`config.mk`:
```
export PLATFORM = sky130hd
export DESIGN_NAME = fmul_iterative_flat
export DESIGN_NICKNAME = d
export VERILOG_FILES = /design/src/rtl/fmul_iterative_if.sv /design/src/rtl/fmul_iterative.sv /design/src/flat_wrapper.sv
export SDC_FILE = /design/constraint.sdc
export NUM_CORES = 1
export LEC_CHECK = 0
export ABC_AREA = 1
export BUFFER_PORTS_ARGS = -buffer_cell sky130_fd_sc_hd__buf_2
export CORE_MARGIN = 4
export CORE_UTILIZATION = 55
export CTS_CLUSTER_DIAMETER = 60
export DETAILED_ROUTE_END_ITERATION = 12
export GPL_TIMING_DRIVEN = 0
export PLACE_DENSITY = 0.87
export SLEW_MARGIN = 30
export SYNTH_ARGS = -nofsm -noshare
export SYNTH_HDL_FRONTEND = slang
export SYNTH_SLANG_ARGS = --single-unit
```
`constraint.sdc`:
```
create_clock -name clk -period 6.32 [get_ports clk]
set_clock_uncertainty 0.05 [all_clocks]
set_input_delay 1.264 -clock clk [delete_from_list [all_inputs] [get_ports clk]]
set_output_delay 1.264 -clock clk [all_outputs]
set_load 0.005 [all_outputs]
```
`src/rtl/fmul_iterative_if.sv`:
```
// Handshake/data bundle for the iterative single-precision multiplier.
//   A, B   : IEEE-754 single-precision operands (master -> slave)
//   start  : request pulse, sampled only while the multiplier is idle
//   busy   : high from the accepted start until done
//   done   : one-cycle pulse marking a valid result
//   result : A*B, held until the next accepted start
interface fmul_iterative_if;
  logic [31:0] A;
  logic [31:0] B;
  logic        start;
  logic        busy;
  logic        done;
  logic [31:0] result;

  modport master (output A, B, start, input busy, done, result);
  modport slave  (input A, B, start, output busy, done, result);
endinterface

```
`src/rtl/fmul_iterative.sv`:
```
// Iterative IEEE-754 single-precision multiplier (truncating, no denormals).
// A start in IDLE captures the operands; MUL runs 24 shift-add iterations
// (one multiplier bit per cycle, LSB first); NORM normalises, resolves the
// special cases and loads the result. Latency is fixed at 25 cycles.
//   clk     : clock, rising edge
//   reset_n : asynchronous active-low reset
//   bus     : slave side of fmul_iterative_if (A, B, start, busy, done, result)
module fmul_iterative (
  input  logic               clk,
  input  logic               reset_n,
  fmul_iterative_if.slave    bus
);

  localparam int unsigned SIG_W  = 24;
  localparam int unsigned PROD_W = 2 * SIG_W;
  localparam int unsigned CNT_W  = 5;
  localparam int unsigned EXP_W  = 10;

  typedef enum logic [1:0] {IDLE, MUL, NORM} state_t;

  state_t              state;
  logic [31:0]         a_q;
  logic [31:0]         b_q;
  logic [SIG_W-1:0]    mcand;
  logic [SIG_W-1:0]    mplier;
  logic [PROD_W-1:0]   prod;
  logic [CNT_W-1:0]    count;
  logic                busy_q;
  logic                done_q;
  logic [31:0]         result_q;

  logic [SIG_W:0]      add_sum;
  logic [7:0]          exp_a;
  logic [7:0]          exp_b;
  logic                sign;
  logic                a_zero, b_zero, a_inf, b_inf, a_nan, b_nan;
  logic signed [EXP_W-1:0] exp_fin;
  logic [22:0]         frac;
  logic [31:0]         norm_result;

  assign bus.busy   = busy_q;
  assign bus.done   = done_q;
  assign bus.result = result_q;

  // Shift-add step: add the multiplicand into the upper half when the current
  // multiplier bit is set; the whole product then shifts right by one.
  assign add_sum = {1'b0, prod[PROD_W-1:SIG_W]} + (mplier[0] ? {1'b0, mcand} : (SIG_W+1)'(0));

  // Operand classification, exponent and normalisation of the finished product.
  always_comb begin
    exp_a   = a_q[30:23];
    exp_b   = b_q[30:23];
    sign    = a_q[31] ^ b_q[31];
    a_zero  = (exp_a == 8'h00);
    b_zero  = (exp_b == 8'h00);
    a_inf   = (exp_a == 8'hFF) && (a_q[22:0] == 23'h0);
    b_inf   = (exp_b == 8'hFF) && (b_q[22:0] == 23'h0);
    a_nan   = (exp_a == 8'hFF) && (a_q[22:0] != 23'h0);
    b_nan   = (exp_b == 8'hFF) && (b_q[22:0] != 23'h0);
    exp_fin = $signed(EXP_W'(exp_a) + EXP_W'(exp_b) - EXP_W'(127) + EXP_W'(prod[PROD_W-1]));
    frac    = prod[PROD_W-1] ? prod[46:24] : prod[45:23];

    if (a_nan || b_nan || (a_inf && b_zero) || (b_inf && a_zero)) begin
      norm_result = 32'h7FC0_0000;
    end else if (a_inf || b_inf) begin
      norm_result = {sign, 8'hFF, 23'h0};
    end else if (a_zero || b_zero) begin
      norm_result = {sign, 31'h0};
    end else if (exp_fin >= 10'sd255) begin
      norm_result = {sign, 8'hFF, 23'h0};
    end else if (exp_fin <= 10'sd0) begin
      norm_result = {sign, 31'h0};
    end else begin
      norm_result = {sign, exp_fin[7:0], frac};
    end
  end

  // Control FSM and datapath registers.
  always_ff @(posedge clk or negedge reset_n) begin
    if (!reset_n) begin
      state    <= IDLE;
      a_q      <= 32'h0;
      b_q      <= 32'h0;
      mcand    <= '0;
      mplier   <= '0;
      prod     <= '0;
      count    <= '0;
      busy_q   <= 1'b0;
      done_q   <= 1'b0;
      result_q <= 32'h0;
    end else begin
      done_q <= 1'b0;
      case (state)
        IDLE: begin
          if (bus.start) begin
            a_q    <= bus.A;
            b_q    <= bus.B;
            mcand  <= {1'b1, bus.A[22:0]};
            mplier <= {1'b1, bus.B[22:0]};
            prod   <= '0;
            count  <= '0;
            busy_q <= 1'b1;
            state  <= MUL;
          end
        end
        MUL: begin
          prod   <= {add_sum, prod[SIG_W-1:1]};
          mplier <= mplier >> 1;
          count  <= count + CNT_W'(1);
          if (count == CNT_W'(SIG_W - 1)) begin
            state <= NORM;
          end
        end
        NORM: begin
          result_q <= norm_result;
          done_q   <= 1'b1;
          busy_q   <= 1'b0;
          state    <= IDLE;
        end
        default: state <= IDLE;
      endcase
    end
  end

endmodule
```
`src/flat_wrapper.sv`:
```
// flat-port wrapper written by rule: the top's interface ports become plain ports
module fmul_iterative_flat 
  (clk, reset_n, bus_A, bus_B, bus_start, bus_busy, bus_done, bus_result);
  fmul_iterative_if bus_i ();
  input  logic clk;
  input  logic reset_n;
  input wire logic [$bits(bus_i.A)-1:0] bus_A;
  input wire logic [$bits(bus_i.B)-1:0] bus_B;
  input wire logic [$bits(bus_i.start)-1:0] bus_start;
  output wire logic [$bits(bus_i.busy)-1:0] bus_busy;
  output wire logic [$bits(bus_i.done)-1:0] bus_done;
  output wire logic [$bits(bus_i.result)-1:0] bus_result;
  assign bus_i.A = bus_A;
  assign bus_i.B = bus_B;
  assign bus_i.start = bus_start;
  assign bus_busy = bus_i.busy;
  assign bus_done = bus_i.done;
  assign bus_result = bus_i.result;
  fmul_iterative u_core (.clk(clk), .reset_n(reset_n), .bus(bus_i));
endmodule
```
==> impl_metrics.sql <==
INSERT INTO impl_metrics (metric_group, metric, value, unit) VALUES
('clock_network', 'postCtsResizedCells', '0', ''),
('critical_path', 'reg2reg_depth', '17', ''),
('logic_synthesis', 'synthesis.instances', '1127', ''),
('logic_synthesis', 'synth_warnings', '0', ''),
('sta', 'drv_slew', '0', ''),
('route', 'totalWireLength', '22700', 'um'),
('sta', 'slew-limit-headroom', '58.8', '%'),
('logic_synthesis', 'yosys.cell_types.count', '50', ''),
('logic_synthesis', 'syn-cell-area', '8800', 'um^2'),
('logic_synthesis', 'synth_nets', '1231', ''),
('critical_path', 'critical_path_peak_fanout', '10', ''),
('finish', 'areaGrowthSynthToFinish', '15.8', '%'),
('global_routing', 'grt_pass1_wl', '37200', 'um'),
('clock_network', 'clkTransAtPathRegs', '0.06', 'ns'),
('clock_network', 'cts_tree', 'done', ''),
('clock_network', 'cts-buffers-inserted', '17', ''),
('clock_network', 'cts_hold_buffers', '0', ''),
('sta', 'setup_tns', '0', 'ns'),
('logic_synthesis', 'ys_async_sr_fraction', '100', '%'),
('power', 'power_density', '592', 'nW/um^2'),
('sta', 'finalCriticalPeriod', '3.34', 'ns'),
('finish', 'layout_net_count', '1351', ''),
('sta', 'fmax', '299', 'MHz'),
('global_routing', 'global_route.usage.total', '25.7', '%'),
('global_routing', 'number_of_antenna_violations_at_the_first_check_in_global_routing', '0', ''),
('sta', 'min_period_over_period', '52.9', '%'),
('critical_path', 'crit_type', 'reg -> reg', ''),
('clock_network', 'post-cts-setup-buffer-count', '0', ''),
('route', 'detail_route.first_pass.iterations', '7', ''),
('power', 'power.ir.vdd_worst', '0.282', 'mV'),
('route', 'routedWlPerCell', '15.4', 'um'),
('floorplanning', 'fp.dieArea', '18100', 'um^2'),
('min_path', 'hold_class', 'reg -> reg', ''),
('route', 'drc_errors', '0', ''),
('route', 'routed-via-count', '7946', ''),
('clock_network', 'insertion_delay', '0.43', 'ns'),
('global_routing', 'gr-total-overflow', '0', ''),
('finish', 'diodes', '0', ''),
('min_path', 'whs_path_depth', '2', ''),
('critical_path', 'worstPathRequired', '6.58', 'ns'),
('clock_network', 'htreeDepth', '4', ''),
('critical_path', 'endpoint_kind', 'flip-flop', ''),
('floorplanning', 'initial_utilization', '57.0', '%'),
('clock_network', 'cts-root-buf', 'clkbuf_16', ''),
('finish', 'layout_common_cells', '359 x nand2_1, 155 x dfrtp_1, 129 x inv_1', ''),
('run', 'max-cap-violations', '0', ''),
('finish', 'post_route_cells_drive_above_1_share', '18.1', '%'),
('placed_design', 'routabilityCongestion', '0.952', ''),
('clock_network', 'cts_buffer_depth', '2', ''),
('outcome', 'status', 'finished clean', ''),
('sta', 'setup_viol', '0', ''),
('logic_synthesis', 'yosys_register_bits', '155', ''),
('route', 'viasPerCell', '5.40', ''),
('power', 'p_leak', '5.40', 'nW'),
('logic_synthesis', 'ys_seq_area_share', '44.1', '%'),
('placed_design', 'numPortBuffers', '100', ''),
('logic_synthesis', 'synth_edf_count', '0', ''),
('clock_network', 'cts.sink_count', '155', ''),
('sta', 'max_slew.worst_pin.slew', '0.618', 'ns'),
('floorplanning', 'core', '15400', 'um^2'),
('logic_synthesis', 'synth_top_flop_cell', 'dfrtp_1', ''),
('floorplanning', 'die_h', '134', 'um'),
('route', 'detail_route.iter0.violations', '685', ''),
('critical_path', 'start_kind', 'flip-flop', ''),
('logic_synthesis', 'postSynthAreaPerCell', '7.81', 'um^2'),
('global_routing', 'grt_pass1_vias', '7657', ''),
('placed_design', 'dp_hpwl', '16600', 'um'),
('route', 'final_antenna_net_count', '0', ''),
('sta', 'holdWs', '0.431', 'ns'),
('floorplanning', 'placementRows', '45', ''),
('finish', 'layout_commonest_cell', 'nand2_1', ''),
('sta', 'rsz0062_at_grt', 'false', ''),
('global_routing', 'grt_max_degree', '90', ''),
('floorplanning', 'die_w', '134', 'um'),
('critical_path', 'critPathArrivalTime', '3.61', 'ns'),
('floorplanning', 'num_io_pins', '101', ''),
('sta', 'timing_hold_violations_final', '0', '');
-- worst max-delay path, stage by stage, from the launching register on --
cell and delay (ns):
dfrtp_1 0.39, clkbuf_1 0.22, inv_1 0.13, clkbuf_1 0.44
ha_1 0.23, inv_1 0.07, ha_1 0.34, or2_2 0.30
nor2_1 0.11, nand2_1 0.06, nor2_1 0.08, nand2_1 0.06
nor2_2 0.15, nand3_4 0.13, and2_4 0.19, buf_8 0.15
nand3_2 0.07, o21ai_2 0.05
-- final cells by class --
cell class	instances	area (um^2)
Clock buffer	20	447
Inverter	140	527
Sequential cell	155	3880
Clock inverter	12	139
Buffer	39	196
Fill cell	1325	5240
Tap cell	211	264
Timing Repair Buffer	101	538
Multi-Input combinational cell	793	4200
-- per-layer routing --
layer | GRT usage [%] | share of wire, % | up-vias
li1 | - | - | 3889
met1 | 34.3 | 44 | 3728
met2 | 43.1 | 48 | 286
met3 | 4.77 | 6.2 | 43
met4 | 7.58 | 2.0 | 0
met5 | 0 | 0 | -
-- flip-flops by register name, summed over array words and instances (netlist names) --
| name | count |
|---|---|
| u_core.b_q | 32 |
| u_core.bus.result | 32 |
| u_core.prod | 25 |
| u_core.mcand | 24 |
| u_core.mplier | 24 |
| u_core.a_q | 9 |
| u_core.count | 5 |
| u_core.state | 2 |
| u_core.bus.busy | 1 |
| u_core.bus.done | 1 |
-- path summary, 6_finish.rpt --
path | startpoint | endpoint | slack (ns)
worst max register to register | u_core.prod[47] | u_core.bus.result[11] | 2.98
max in group asynchronous | reset_n | u_core.mplier[0] | 4.68
min in group asynchronous | reset_n | u_core.bus.result[7] | 0.73
worst min-delay path | u_core.bus.result[5] | u_core.bus.result[5] | 0.43
worst max-delay path | u_core.prod[47] | u_core.bus.result[11] | 2.98
worst min register to register | u_core.bus.result[5] | u_core.bus.result[5] | 0.43
-- power by group --
group	internal (mW)	switching, mW
Combinational	1.17	2.14
Clock	0.595	0.423
Sequential	1.40	0.304
-- cells by family after synthesis --
family | Yosys count | synth area share [%]
buffers and inverters | 179 | 8.22
multiplexers | 1 | 0.114
XOR/XNOR | 9 | 0.896
AO/OA/AOI/OAI | 193 | 13.3
flip-flops | 155 | 44.1
adder cells (fa/ha/maj) | 37 | 5.43
AND/OR/NAND/NOR | 553 | 28.0
-- per-stage QoR --
step                worst slack (ns)  std cells  total power [mW]  instance area (um^2)  util [%]
floorplan                       3.49       1127              4.17                  8800         -
global placement                1.70       1438              4.80                  9560      62.0
detailed placement              2.99       1439              4.93                  9600      62.2
CTS                             2.98       1471              6.00                 10200      66.0
global route                    2.72       1471              6.53                 10200      66.0
finish                          2.98       1471              6.03                 10200      66.0
-- cells in the mapped netlist, types with 2 or more instances --
cell,instances,area [um^2]
nand2_1,359,1350
dfrtp_1,155,3880
inv_1,129,484
o21ai_0,76,380
nor2_1,62,233
a21oi_1,47,235
nand3_1,43,215
ha_1,35,438
nand2_2,32,200
clkbuf_1,27,101
o21ai_2,20,175
nand4_1,16,100
o211ai_1,13,97.6
nand3_2,12,120
o22ai_1,12,75.1
o221ai_1,9,78.8
inv_2,8,30.0
buf_1,7,26.3
nor3_1,6,30.0
xor2_1,6,52.6
nand2_4,5,56.3
nor4_1,5,31.3
a21o_1,3,22.5
buf_6,3,33.8
nor2_2,3,18.8
xnor2_1,3,26.3
a21oi_2,2,17.5
a22o_1,2,17.5
clkinv_1,2,7.51
fa_1,2,40.0
nand3_4,2,35.0
nor2_4,2,22.5
or2_2,2,12.5
(Power assumes the default switching activity.)
